[config.mk]
export PLATFORM = sky130hd
export DESIGN_NAME = lag_pair_average
export DESIGN_NICKNAME = d
export VERILOG_FILES = /design/src/rtl/lag_pair_average.sv
export SDC_FILE = /design/constraint.sdc
export NUM_CORES = 1
export LEC_CHECK = 0
export ABC_AREA = 0
export CORE_MARGIN = 2
export CORE_UTILIZATION = 31
export CTS_BUF_LIST = sky130_fd_sc_hd__clkbuf_8
export DETAILED_ROUTE_END_ITERATION = 6
export SETUP_SLACK_MARGIN = 0.05
export SYNTH_ARGS = -nofsm -noshare
export SYNTH_HDL_FRONTEND = slang
export SYNTH_SLANG_ARGS = --single-unit
[constraint.sdc]
create_clock -name clk -period 3.7 [get_ports clk]
set_input_delay 0.74 -clock clk [delete_from_list [all_inputs] [get_ports clk]]
set_output_delay 0.74 -clock clk [all_outputs]
set_load 0.005 [all_outputs]
[src/rtl/lag_pair_average.sv]
// rtl/lag_pair_average.sv - frame-buffered pairwise averager with lagged pairing
//
// Collects one frame of DEPTH samples, then streams DEPTH-LAG results
// out[j] = avg(s[j], s[j+LAG]), one per cycle, with no stalls.
//
// Ports:
//   clk       rising-edge clock
//   reset     asynchronous active-low reset
//   in_valid  sample present on data this cycle
//   data      input sample, DATA_W bits
//   in_ready  sample accepted this cycle when in_valid is high (fill phase only)
//   round_en  1 = round half up, 0 = truncate; sampled with the last sample of a frame
//   valid     out holds a result this cycle
//   out       averaged result, DATA_W bits; holds its last value while valid is low
//   done      one-cycle pulse alongside the last result of a frame

module lag_pair_average #(
  parameter int DATA_W = 8,
  parameter int DEPTH  = 128,
  parameter int LAG    = 8
) (
  input  logic              clk,
  input  logic              reset,
  input  logic              in_valid,
  input  logic [DATA_W-1:0] data,
  output logic              in_ready,
  input  logic              round_en,
  output logic              valid,
  output logic [DATA_W-1:0] out,
  output logic              done
);

  localparam int AW = $clog2(DEPTH);

  // The last input sample is itself the partner of s[0] only when LAG == DEPTH-1.
  localparam bit FIRST_PAIR_USES_INPUT = (LAG == DEPTH - 1);
  // A frame with a single result finishes on the edge that accepts its last sample.
  localparam bit SINGLE_RESULT = (DEPTH - LAG == 1);

  typedef enum logic {
    FILL,
    EMIT
  } state_t;

  state_t            state;
  logic [AW-1:0]     wr_cnt;
  logic [AW-1:0]     rd_idx;
  logic              mode;
  logic [DATA_W-1:0] mem [DEPTH];

  logic              accept;
  logic              last_in;
  logic              last_out;
  logic [DATA_W-1:0] op_a;
  logic [DATA_W-1:0] op_b;
  logic              rnd;
  logic [DATA_W+1:0] sum;
  logic [DATA_W-1:0] avg;

  // Held low through the final result cycle so the next frame starts only
  // once the previous one has fully drained.
  assign in_ready = (state == FILL) && !valid;
  assign accept   = in_valid && in_ready;
  assign last_in  = (wr_cnt == AW'(DEPTH - 1));
  assign last_out = (rd_idx == AW'(DEPTH - LAG - 1));

  // Result 0 is produced on the edge that accepts the final sample, so its
  // operands and rounding mode come straight from the buffer and inputs.
  // Afterwards rd_idx names the pair being produced on the coming edge.
  always_comb begin
    op_a = mem[0];
    op_b = mem[LAG];
    rnd  = round_en;
    if (state == FILL) begin
      if (FIRST_PAIR_USES_INPUT) begin
        op_b = data;
      end
    end else begin
      op_a = mem[rd_idx];
      op_b = mem[rd_idx + AW'(LAG)];
      rnd  = mode;
    end
  end

  assign sum = {2'b00, op_a} + {2'b00, op_b} + {{(DATA_W + 1){1'b0}}, rnd};
  assign avg = sum[DATA_W:1];

  // Sample storage needs no reset: every entry is written before it is read.
  always_ff @(posedge clk) begin
    if (accept) begin
      mem[wr_cnt] <= data;
    end
  end

  always_ff @(posedge clk or negedge reset) begin
    if (!reset) begin
      state  <= FILL;
      wr_cnt <= '0;
      rd_idx <= '0;
      mode   <= 1'b0;
      valid  <= 1'b0;
      out    <= '0;
      done   <= 1'b0;
    end else begin
      valid <= 1'b0;
      done  <= 1'b0;
      case (state)
        FILL: begin
          if (accept) begin
            if (last_in) begin
              mode  <= round_en;
              out   <= avg;
              valid <= 1'b1;
              if (SINGLE_RESULT) begin
                done   <= 1'b1;
                wr_cnt <= '0;
              end else begin
                state  <= EMIT;
                rd_idx <= AW'(1);
              end
            end else begin
              wr_cnt <= wr_cnt + AW'(1);
            end
          end
        end
        EMIT: begin
          out   <= avg;
          valid <= 1'b1;
          if (last_out) begin
            done   <= 1'b1;
            state  <= FILL;
            wr_cnt <= '0;
            rd_idx <= '0;
          end else begin
            rd_idx <= rd_idx + AW'(1);
          end
        end
        default: state <= FILL;
      endcase
    end
  end

endmodule

==> results.sh <==
export IMPL_synth_top_area_share=0.714
export IMPL_clock_latency_ns=0.85
export IMPL_total_leakage_power_nw=19.2
export IMPL_ys_flop_type="edfxtp_1"
export IMPL_finalCritPeriodShare=1.08
export IMPL_top_layer="met5"
export IMPL_crit_start="rd_idx[0]$_DFFE_PN0P_"
export IMPL_synth_edf_count=1024
export IMPL_setup_slack_ns=-0.303
export IMPL_wl_met2_um=55200
export IMPL_yosysSeqAreaShare=0.729
export IMPL_required_ns=4.42
export IMPL_synth_seq_cells=1050
export IMPL_numCtsBuffers=170
export IMPL_gp_congestion=0.958
export IMPL_drv_slew=0
export IMPL_dieArea_um2=142000
export IMPL_clock_fmax_mhz=250
export IMPL_total_power_mw=22.5
export IMPL_drtIter0Drc=2448
export IMPL_syn_to_final_growth_pct=22.2
export IMPL_ys_warn_count=0
export IMPL_arrival_ns=4.73
export IMPL_path_max_fanout=8
export IMPL_worst_r2r_startpoint="rd_idx[0]$_DFFE_PN0P_"
export IMPL_hold_buffers=0
export IMPL_setup_viol_count_final=7
export IMPL_cts_tree="yes"
export IMPL_grt_usage=0.165
export IMPL_setup_worst_path_class="reg -> reg"
export IMPL_synth_cells=2353
export IMPL_first_pass_iters=7
export IMPL_period_minus_slack_ns=4.00
export IMPL_violations="setup timing"
export IMPL_design_area_um2=52600
export IMPL_cts_clk_slew_worst_paths_ns=0.06
export IMPL_hold_violations=0
export IMPL_finClkSkew_ns=0.0401
export IMPL_drcViolationCount=0
export IMPL_htree_num_levels=4
export IMPL_drive_gt1_frac=0.327
export IMPL_clock_path_buffers=3
export IMPL_synthDistinctLibCells=57
export IMPL_worstHoldPathType="in -> reg"
export IMPL_start_util=0.313
export IMPL_tightest_slew_ns=1.01
export IMPL_layout_commonest_cell="edfxtp_1"
export IMPL_async_flop_share=0.0248
export IMPL_synth_area_top_cells="edfxtp_1 71%, mux4_2 7.4%, mux2i_1 6.0%, mux4_1 1.7%, nor2_1 1.7%"
export IMPL_num_rows=136
export IMPL_wl_met3_um=7510
export IMPL_vias=24300
export IMPL_via_per_inst=5.05
export IMPL_dp_hpwl_um=79600
export IMPL_cp_end_kind="flop"
export IMPL_syn_nets=2377
export IMPL_layout_common_cells="1,024 x edfxtp_1, 431 x buf_4, 257 x mux2i_1"
export IMPL_fill_cells=12500
export IMPL_holdWs_ns=0.375
export IMPL_grt_pass1_vias=24600
export IMPL_grt_overflow=0
export IMPL_cp_start_kind="flop"
export IMPL_grt_max_degree=84
export IMPL_die_h_um=377
export IMPL_power_per_cell_area_nw_per_um2=428
export IMPL_grt_setup_unrepaired="true"
export IMPL_max_slew_margin=0.324
export IMPL_num_io_pins=23
export IMPL_maxCapViolCount=0
export IMPL_root_buffer="clkbuf_8"
export IMPL_status="finished, violations left"
export IMPL_fp_dieW_um=377
export IMPL_port_buffers=22
export IMPL_finalNetCount=2913
export IMPL_wirelength_um=118000
export IMPL_syn_cell_area_um2=43100
export IMPL_grt_first_pass_wirelength_um=170000
export IMPL_coreArea_um2=138000
export IMPL_utilization=0.382
export IMPL_avgSynthCellArea_um2=18.3
export IMPL_synth_top_area_cell="edfxtp_1"
export IMPL_antenna_found_initial=3
export IMPL_numClockSinks=1050
export IMPL_post_drt_wl_per_cell_um=24.5
export IMPL_min_delay_start="data[1]"
export IMPL_vdd_drop_max_v=0.000250
export IMPL_ant_nets=0
export IMPL_place_area_um2=48500
export IMPL_met1_length_um=51700
export IMPL_reg2reg_slack_ns=-0.30
## critical path: stages, from the launching register on
cell and delay (ns):
dfrtp_4 0.56, buf_12 0.19, buf_4 0.12, mux4_2 0.53
nor2_4 0.16, a221oi_4 0.06, nor2_1 0.14, a211oi_2 0.06
buf_4 0.14, nor4_2 0.26, a211oi_2 0.10, ha_4 0.31
a21oi_4 0.05, fa_2 0.41, nor2b_4 0.13, o21ai_2 0.07
a21boi_2 0.14, o21ai_1 0.08, nand2b_1 0.12, xnor2_1 0.14
o21ai_1 0.08
## flip-flops by register name, summed over array words and instances, names as in the netlist
signal,flops
rd_idx,7
mode,1
wr_cnt,7
mem,1024
done,1
state,1
out,8
valid,1
## repair_timing
action	in CTS	in global routing
endpoints found under the setup margin	8	8
gates resized for setup	108	102
cloned	3	1
pin swaps	28	41
setup buffers	16	14
## cells in the mapped netlist, types with 17 or more instances
library cell and count:
a211oi_1 17, buf_6 26, nor2_1 190, mux2_2 28, clkbuf_1 56, mux4_2 141, a21oi_1 29, o21ai_0 106
mux2i_1 258, buf_2 31, a221oi_1 19, mux4_1 28, a22oi_1 78, dfrtp_1 26, nor3_1 17, buf_4 23
nand2_1 58, nand3_1 17, edfxtp_1 1024, o22ai_1 31
## per-layer routing
layer  vias up  GRT usage
li1      10700          -
met5         -          0
met1     12600      0.229
met3       182     0.0302
met2       889      0.260
met4         4     0.0575
## report_power, final
group          total (mW)  internal [mW]  switching, mW
clock network        9.22           4.67           4.55
logic               0.242         0.0274          0.214
registers            13.0           13.0              0
total                22.5           17.7           4.77
## kinds of logic after synthesis
family,count (synthesis),share of synthesized area
AO/OA/AOI/OAI,340,0.0517
XOR/XNOR,13,0.00264
adder cells (fa/ha/maj),12,0.00366
buffers and inverters,155,0.0223
flip-flops,1050,0.729
multiplexers,455,0.158
AND/OR/NAND/NOR,328,0.0326
## worst paths after layout
check	endpoint	cells past startpoint
setup / recovery	out[5]$_DFFE_PN0P_	20
hold / removal	mem[102][1]$_DFFE_PP_	1
setup reg to reg	out[5]$_DFFE_PN0P_	20
hold reg to reg	out[0]$_DFFE_PN0P_	2
max in group asynchronous	rd_idx[0]$_DFFE_PN0P_	1
min in group asynchronous	out[2]$_DFFE_PN0P_	1
## per-stage QoR
stage	TNS (ns)	instances	setup WS [ns]
global placement	-3.01	4482	-0.619
finish	-1.71	4816	-0.303
detailed placement	-3.16	4482	-0.636
global route	-2.38	4816	-0.435
CTS	-1.89	4802	-0.374
floorplan	0	2353	0.0590
## cell type report
cell class / instances / area [µm²] / share of cell area
Tap cell: 1794 / 2240 / 0.0427
Antenna cell: 1 / 2.50 / 0.0000476
Timing Repair Buffer: 512 / 4540 / 0.0863
Clock buffer: 174 / 2390 / 0.0455
Clock inverter: 130 / 689 / 0.0131
Multi-Input combinational cell: 1148 / 11300 / 0.215
Inverter: 7 / 28.8 / 0.000547
Sequential cell: 1050 / 31400 / 0.597
(Power assumes the default switching activity.)
